### src/rtl/mat_stream_buf.sv
// Banked matrix buffer streaming one row per output lane, lane r skewed by r cycles.
// Optional even-parity protection per word is enabled by defining MAT_BUF_PARITY_EN.
module mat_stream_buf #(
    parameter int ROWS      = 4,
    parameter int COLS      = 4,
    parameter int WORD_SIZE = 16,
    parameter int INIT_VAL  = 1,
    localparam int ADDR_WIDTH = (ROWS * COLS > 1) ? $clog2(ROWS * COLS) : 1
) (
    input  logic                      clk,
    input  logic                      rst_n,
    input  logic                      wr_en,
    input  logic [ADDR_WIDTH-1:0]     wr_addr,
    input  logic [WORD_SIZE-1:0]      wr_data,
    output logic                      wr_ready,
    input  logic                      start,
    output logic                      busy,
    output logic                      done,
    output logic [ROWS*WORD_SIZE-1:0] out_vec,
    output logic [ROWS-1:0]           out_valid,
    output logic [ROWS-1:0]           par_err
);

    localparam int CW     = (COLS > 1) ? $clog2(COLS) : 1;
    localparam int CNTMAX = (ROWS > COLS) ? ROWS : COLS;
    localparam int CNTW   = $clog2(CNTMAX + 1);
    localparam logic [WORD_SIZE-1:0] INIT_W = WORD_SIZE'(INIT_VAL);

`ifdef MAT_BUF_PARITY_EN
    localparam int BW = WORD_SIZE + 1;
    localparam logic [BW-1:0] INIT_WORD = {^INIT_W, INIT_W};
`else
    localparam int BW = WORD_SIZE;
    localparam logic [BW-1:0] INIT_WORD = INIT_W;
`endif

    typedef enum logic [1:0] {
        IDLE,
        STREAM,
        DRAIN
    } state_e;

    state_e          state_q;
    logic [CNTW-1:0] cnt_q;
    logic            busy_q;
    logic            done_q;
    logic            wr_ready_q;

    always_ff @(posedge clk or negedge rst_n) begin
        if (!rst_n) begin
            state_q    <= IDLE;
            cnt_q      <= '0;
            busy_q     <= 1'b0;
            done_q     <= 1'b0;
            wr_ready_q <= 1'b1;
        end else begin
            done_q <= 1'b0;
            case (state_q)
                IDLE: begin
                    if (start) begin
                        state_q    <= STREAM;
                        cnt_q      <= '0;
                        busy_q     <= 1'b1;
                        wr_ready_q <= 1'b0;
                    end
                end
                STREAM: begin
                    if (cnt_q == CNTW'(COLS - 1)) begin
                        state_q <= DRAIN;
                        cnt_q   <= '0;
                    end else begin
                        cnt_q <= cnt_q + CNTW'(1);
                    end
                end
                DRAIN: begin
                    // ROWS drain cycles cover the deepest skew stage of the last lane
                    if (cnt_q == CNTW'(ROWS - 1)) begin
                        state_q    <= IDLE;
                        cnt_q      <= '0;
                        busy_q     <= 1'b0;
                        wr_ready_q <= 1'b1;
                        done_q     <= 1'b1;
                    end else begin
                        cnt_q <= cnt_q + CNTW'(1);
                    end
                end
                default: state_q <= IDLE;
            endcase
        end
    end

    assign busy     = busy_q;
    assign done     = done_q;
    assign wr_ready = wr_ready_q;

    logic            wr_acc;
    int unsigned     wr_row;
    logic [CW-1:0]   wr_col;
    logic [BW-1:0]   wr_word;
    logic            rd_en;
    logic [CW-1:0]   rd_col;
    logic            start_acc;

    always_comb begin
        wr_row = 32'(wr_addr) / COLS;
        wr_col = CW'(32'(wr_addr) % COLS);
        wr_acc = wr_en && wr_ready_q &&
                 ({1'b0, wr_addr} < (ADDR_WIDTH + 1)'(ROWS * COLS));
    end

`ifdef MAT_BUF_PARITY_EN
    assign wr_word = {^wr_data, wr_data};
`else
    assign wr_word = wr_data;
`endif

    assign rd_en     = (state_q == STREAM);
    assign rd_col    = cnt_q[CW-1:0];
    assign start_acc = start && (state_q == IDLE);

    for (genvar r = 0; r < ROWS; r++) begin : g_bank
        logic [BW-1:0]        bank_q [COLS] = '{default: INIT_WORD};
        logic [BW-1:0]        rd_word;
        logic [WORD_SIZE-1:0] pipe_q [r+1];
        logic [r:0]           vld_q;

        always_ff @(posedge clk) begin
            if (wr_acc && (wr_row == r)) begin
                bank_q[wr_col] <= wr_word;
            end
        end

        assign rd_word = bank_q[rd_col];

        // Stage 0 is the registered bank read; stages 1..r add the lane skew
        always_ff @(posedge clk or negedge rst_n) begin
            if (!rst_n) begin
                for (int unsigned i = 0; i <= r; i++) begin
                    pipe_q[i] <= '0;
                end
                vld_q <= '0;
            end else begin
                pipe_q[0] <= rd_en ? rd_word[WORD_SIZE-1:0] : '0;
                vld_q[0]  <= rd_en;
                for (int unsigned i = 1; i <= r; i++) begin
                    pipe_q[i] <= pipe_q[i-1];
                    vld_q[i]  <= vld_q[i-1];
                end
            end
        end

        assign out_vec[r*WORD_SIZE +: WORD_SIZE] = pipe_q[r];
        assign out_valid[r]                      = vld_q[r];

`ifdef MAT_BUF_PARITY_EN
        logic err_q;

        always_ff @(posedge clk or negedge rst_n) begin
            if (!rst_n) begin
                err_q <= 1'b0;
            end else if (start_acc) begin
                err_q <= 1'b0;
            end else if (rd_en && (^rd_word)) begin
                err_q <= 1'b1;
            end
        end

        assign par_err[r] = err_q;
`else
        assign par_err[r] = 1'b0;
`endif
    end

endmodule
### config.mk
export PLATFORM = sky130hd
export DESIGN_NAME = mat_stream_buf
export DESIGN_NICKNAME = d
export VERILOG_FILES = /design/src/rtl/mat_stream_buf.sv
export SDC_FILE = /design/constraint.sdc
export NUM_CORES = 1
export LEC_CHECK = 0
export CAP_MARGIN = 10
export CORE_MARGIN = 2
export CORE_UTILIZATION = 55
export DETAILED_ROUTE_END_ITERATION = 7
export GPL_ROUTABILITY_DRIVEN = 0
export HOLD_SLACK_MARGIN = 0.12
export PLACE_DENSITY_LB_ADDON = 0.15
export SLEW_MARGIN = 20
export SYNTH_ARGS = -nofsm -noshare
export SYNTH_HDL_FRONTEND = slang
export SYNTH_SLANG_ARGS = --single-unit
### constraint.sdc
create_clock -name clk -period 3.05 [get_ports clk]
set_clock_uncertainty 0.15 [all_clocks]
set_input_delay 0.61 -clock clk [delete_from_list [all_inputs] [get_ports clk]]
set_output_delay 0.61 -clock clk [all_outputs]
set_load 0.03 [all_outputs]
# Word-level counts from Yosys, hierarchy flattened
# Memory sizes are Yosys's and may differ from the RTL's.
# Index checks and enable logic that the tools add are counted.
# totals
inputBits	24
ram_bits	256
reg_bits	178
output_inout_bits	75
n_memories	4
# classes
reduce_logical	13
muxes	27
n_eq_ne	9
add_sub_neg	1
# mem_list
name	depth	word_bits	read_ports	rd_clocked_by_memory_dff	wr	line	source
g_bank[0].bank_q	4	16	1	0	1	122	logic [BW-1:0] bank_q [COLS] = '{default: INIT_WORD};
g_bank[1].bank_q	4	16	1	0	1	122	
g_bank[2].bank_q	4	16	1	0	1	122	
g_bank[3].bank_q	4	16	1	0	1	122	
# ops
cell	n
2-to-1 mux 16 bit	4
zero test 32 bit	1
2-to-1 mux 1 bit	14
== test 2 bit, second input constant	3
2-to-1 mux 2 bit	3
2-to-1 mux 3 bit	2
case mux 2 bit (3 select lines)	1
case mux 3 bit (2 select lines)	1
AND reduction 3 bit	2
logical AND 1 bit	5
== test 2 x 1 -> 1 bit, second input constant	2
!= test 2 bit, second input constant	2
case mux 1 bit (2 select lines)	2
nonzero test 2 bit	2
adder 3 x 1 -> 3 bit, second input constant	1
== test 3 x 2 -> 1 bit, second input constant	1
zero test 2 bit	1
!= test 2 x 1 -> 1 bit, second input constant	1
AND reduction 2 bit	1
OR reduction 2 bit	1

# Longest topological paths before layout
# logic_depth
depth_word	4
ltp_mapped	5
ltp_nobuf	5

# Least setup slack after synthesis
# OpenSTA, ideal clock, no wires.
# synth_timing
path_type	register to register
from	reg wr_ready_q, in the netlist wr_ready
to	mem g_bank[0].bank_q[0][0] in the netlist's numbering (enable)
setup_time_ns	0.409
path_stages_with_launch	4
synth_period_minus_slack_ns	2.773
setup_slack_ns	0.277
arrival_ns	2.213
cell_sequence	dfstp_2 -> nand2_1 -> or3_1 -> nor3_1
# synth_via
elab_chain_len	4
# synth_lines
item	line	source
from (decl)	47	logic wr_ready_q;
from (signal assigned)	55	wr_ready_q <= 1'b1;
from (signal assigned)	64	wr_ready_q <= 1'b0;
from (signal assigned)	81	wr_ready_q <= 1'b1;
logical AND 1 bit	107	wr_acc = wr_en && wr_ready_q &&
logical AND 1 bit	128	if (wr_acc && (wr_row == r)) begin
2-to-1 mux 1 bit	128	
2-to-1 mux 1 bit (not written as such)	129	bank_q[wr_col] <= wr_word;
to (decl)	122	
# No other way between the ends.

# Final worst setup path
# layout_timing
from	reg wr_ready_q, in the netlist wr_ready
to	out wr_ready
# layout_rtl
item	line	source
to (decl)	15	output logic wr_ready,
# No word-level cell between the ends.

==> results.yml <==
sta:
  drv_slew: 0
  setup_viol: 0
  rsz0062_at_grt: "no"
  fmax_ghz: 0.383
  slew_headroom_pct: 39.3
  worst_pin_slew_ns: 0.911
  period_share_pct: 85.6
  setup_tns_ns: 0
  min_period_ns: 2.61
  timing.final.hold_violations: 0
drt:
  ant_nets: 0
  routed-via-count: 6136
  wl_um: 23700
  viasPerCell: 5.36
  drt-pass1-iter-count: 7
  drtIter0Drc: 622
  drcViolationCount: 5
  wl_per_cell_um: 20.7
cts:
  cts_resized: 0
  clock_path_buffers: 3
  cts_hold_buf: 1
  clk_latency_ns: 0.53
  cts_setup_buffers: 0
  cts-root-buf: "clkbuf_16"
  cts_max_level: 2
  clk_pin_slew_ns: 0.06
  clock-sinks: 428
  cts_tree: "built"
  cts_buffers: 41
place:
  place_area_um2: 15800
  dp_hpwl_um: 13600
  port_buffers: 94
power_and_ir_drop:
  combPwrFrac_pct: 20.6
  p_int_mw: 11.8
  vdd.ir_drop.worst_mv: 0.636
  p_leak_nw: 6.47
  p_per_area_nw_per_um2: 921
  p_sw_share_pct: 25.8
  pwr-share-seq_pct: 46.1
  pwr-share-clk_pct: 33.3
  p_sw_mw: 4.09
logic_synthesis:
  synth.area.top_cells: "edfxtp_1, dfrtp_1, mux4_2"
  synth_edf_count: 256
  synth_compound_area_share_pct: 0.418
  muxShareOfSynthArea_pct: 9.97
  netlist_area_um2: 14700
  synth_area_per_cell_um2: 21.5
  synth_ff_type: "edfxtp_1"
  synth_top_area_share_pct: 52.4
  ys_ff_latch: 428
  synth_seq_area_share_pct: 81.7
  synth_fa_ha_area_share_pct: 0.426
  ys_top_cells_by_count: "edfxtp_1, dfrtp_1, and2_1"
  synth_most_common_cell: "edfxtp_1"
  yosys.area_share.simple_pct: 3.81
  ys.warnings.count: 0
  synth_top_area_cell: "edfxtp_1"
  synth_top_family_by_area: "multiplexers"
  ys_types: 26
  synth_cells: 682
  synth_xor_area_share_pct: 0
  ys_async_sr_fraction_pct: 40.2
finish:
  final.fill_count: 1736
  seqCellArea_um2: 12000
  finish.utilization_pct: 66.0
  antenna_cells: 0
  drive_gt1_share_pct: 20.4
  final_nets: 805
  multi_input_area_um2: 2180
  postLayoutCellArea_um2: 17200
  area_growth_pct: 17.4
worst_hold_path:
  hold_class: "reg2reg"
global_routing:
  antenna_found_initial: 0
  grt_first_pass_wirelength_um: 38000
  first_global_vias: 6554
  grt_max_degree: 79
  grt_overflow: 0
  grt_usage_pct: 18.0
worst_setup_path:
  cpMaxStageDelayCell: "clkdlybuf4s50_1"
  cp-start-kind: "flop"
  crit_path_cell_trace: "clkdlybuf4s50_1"
  worst-setup-path-type: "reg2out"
  path_max_fanout: 7
  cp_slowest_stage_delay_ns: 0.70
  worst_setup_path_end_kind: "primary output"
  crit_buf_inv: 1
  arrival_ns: 1.85
  required_ns: 2.29
  critical-path-top-delay-family: "buffers and inverters"
floorplan:
  die_area_um2: 28000
  core_area_um2: 26100
  die_y_um: 167
  num_rows: 59
  dieWidth_um: 167
  num_io_pins: 99
  start_util_pct: 56.2
run_status:
  violations: "DRC"
  status: "complete, but fails checks"
run:
  max_cap_viol_count: 0
## final timing paths
check	from	endpoint	slack [ns]	depth (start not counted)
min	g_bank[3].pipe_q[33]$_DFF_PN0_	g_bank[3].pipe_q[17]$_DFF_PN0_	0.20	0
max reg2reg	cnt_q[0]$_DFFE_PN0P_	g_bank[1].pipe_q[18]$_DFF_PN0_	0.89	3
max	wr_ready$_DFFE_PN1P_	wr_ready	0.44	1
min in group asynchronous	rst_n	out_vec[57]$_DFF_PN0_	0.54	2
max in group asynchronous	rst_n	g_bank[1].pipe_q[18]$_DFF_PN0_	1.54	3
min reg2reg	g_bank[3].pipe_q[33]$_DFF_PN0_	g_bank[3].pipe_q[17]$_DFF_PN0_	0.20	0
## metrics by stage
| stage | std cells | worst slack [ns] | total power [mW] | hold slack (ns) |
|---|---|---|---|---|
| 2_1_floorplan | 685 | 0.277 | 9.88 | 0.164 |
| 3_3_place_gp | 1067 | 0.641 | 10.7 | 0.182 |
| 3_5_place_dp | 1067 | 0.594 | 10.8 | 0.185 |
| 4_1_cts | 1144 | 0.398 | 16.1 | 0.197 |
| 5_1_grt | 1144 | 0.376 | 16.6 | 0.200 |
| 6_report | 1144 | 0.440 | 15.9 | 0.196 |
## final cells by class
type | count | area share (%)
inverters | 2 | 0.0436
clock buffers | 53 | 6.54
multi-input cells | 181 | 12.7
clock inverters | 23 | 1.80
flip-flops and latches | 428 | 69.6
well taps | 335 | 2.43
repair buffers | 122 | 6.92
## metal layers
metal | GRT usage (%) | share of wire [%] | up-vias
li1 | - | - | 2684
met5 | 0 | 0 | -
met3 | 3.78 | 6.3 | 46
met2 | 29.9 | 50 | 185
met1 | 24.5 | 41 | 3221
met4 | 5.22 | 2.1 | 0
## power by group through the flow
stage / registers, mW / logic (mW) / clock network [mW]
2_1_floorplan: 7.52 / 2.37 / 0
3_3_place_gp: 7.42 / 3.28 / 0
3_5_place_dp: 7.46 / 3.30 / 0
4_1_cts: 7.35 / 3.32 / 5.41
5_1_grt: 7.43 / 3.49 / 5.66
6_report: 7.32 / 3.26 / 5.28
## flip-flops by register name, summed over array words and instances, names as in the netlist
name	flops
busy	1
state_q	2
wr_ready	1
g_bank.pipe_q	112
g_bank.vld_q	4
out_vec	48
cnt_q	3
done	1
g_bank.bank_q	256
## kinds of logic after synthesis
logic type,after synthesis
fa+ha+maj,5
compound gates,9
other cells,1
mux,66
simple gates,97
buf+inv,76
flops,428
## cell usage in the layout (no fill, tap or decap), drive strengths merged
cell	n
dfstp	1
mux2	2
nand2b	3
or3	1
clkinvlp	3
o21a	1
ha	5
nand4b	2
bufinv	7
dlygate4sd3	1
inv	5
a21oi	3
clkbuf	53
a32o	2
nand2	4
and2	65
o2bb2ai	1
nor2b	2
conb	4
edfxtp	256
clkdlybuf4s50	93
clkinv	10
mux4	64
dfrtp	171
nor3	4
buf	28
nor2	15
nand4	1
o21ai	2
(Power assumes the default switching activity.)
==> patch: new RTL, same settings <==
Encoding of `state_e`: now one-hot (3 bits for 3 states).
--- a/src/rtl/mat_stream_buf.sv
+++ b/src/rtl/mat_stream_buf.sv
@@ -36,6 +36,6 @@
 
-    typedef enum logic [1:0] {
-        IDLE,
-        STREAM,
-        DRAIN
+    typedef enum logic [2:0] {
+        IDLE   = 3'b001,
+        STREAM = 3'b010,
+        DRAIN  = 3'b100
     } state_e;
Check against the original RTL: no difference found for any inputs over 4 cycles, from zero or initial values and one cycle with rst_n low; so few cycles prove little.
==> patch against the original RTL <==
Clock power shrank 4.9%; final area barely moved; via count up 0.90%; register-to-register slack gained 0.02 ns; sequential power fell by 7.7%; sequential share of layout area increased by 0.22 points; fmax grew 2.4%; global-route usage decreased by 0.11 points; worst setup slack better by 0.062 ns; total power down 13%; sequential cell count increased by 1; hold slack worse by 0.0067 ns; routed wire length grew 0.37%; synthesized area rose by 0.52%; highest routed layer unchanged.
==> patch: results (changes against the original RTL) <==
status: "finished clean"
reg2reg_to: "g_bank[1].pipe_q[23]$_DFF_PN0_"
arrival_ns: 1.79  # -0.06 ns
dr.pass1.iters: 4  # -3
post_dp_cell_area_sq_mm: 0.0158  # +0.34%
crit_fanout: 5  # -2
slowest_delay_ns: 0.68  # -0.02 ns
synth_adder_area_share: 0.000848  # -0.00341
grt_pass1_vias: 6587  # +0.50%
period_minus_slack_ns: 2.55  # -0.0620 ns
dp_cells: 1078  # +1.0%
grt_max_degree: 84  # +6.3%
drive_gt1_frac: 0.197  # -0.00689
switchingPower_uw: 3250  # -21%
synth_area_leaders: "edfxtp_1 (52%), dfrtp_1 (29%), mux4_2 (9.8%)"
syn_inst: 702  # +2.9%
grt_util_all_layers: 0.179  # -0.00106
antenna_found_initial: 2  # +2
r2r_setup_slack_ns: 0.91  # +0.02 ns
hold_slack_ns: 0.189  # -0.00669 ns
drt_iter0_drc: 453  # -27%
worst_pin_slew_ns: 0.882  # -0.0284 ns
synth_compound_area_frac: 0.00610  # +0.00193
num-nets-final: 812  # +0.87%
synth.yosys.seq_area_share: 0.814  # -0.00244
via_count: 6191  # +0.90%
post-place-ws_ns: 0.582  # -0.0119 ns
ir_worst_vdd_v: 0.000552  # -13%
grt_pass1_wl_microns: 38000  # -0.11%
-- patch: per-layer routing --
layer	wire length, microns	global-route usage	share of wire	vias to the layer above
met4	420	0.0473	0.018	0
met2	11900	0.295	0.50	179
met3	1280	0.0362	0.054	33
li1	-	-	-	2722
met5	0	0	0	-
met1	10200	0.248	0.43	3257
-- patch: repair_timing --
item / CTS / global route
buffers inserted: 0 / 0
hold buffers: 1 / 0
hold endpoints to repair: 34 / 0
endpoints found under the setup margin: 0 / 0
-- patch: power by group through the flow --
stage	Clock, uW	Combinational, uW	Sequential (uW)
finish	5020	2020	6760
global route	5400	2170	6810
global placement	0	2030	6860
detailed placement	0	2050	6880
CTS	5140	2060	6770
floorplan	0	1510	6860
-- patch: layout make-up --
type	count	area, sq um
sequential	429	12000
fill	1668	8990
multi-input combinational	198	2230
timing repair buffer	117	1180
clock buffer	52	1150
tap	335	419
clock inverter	21	214
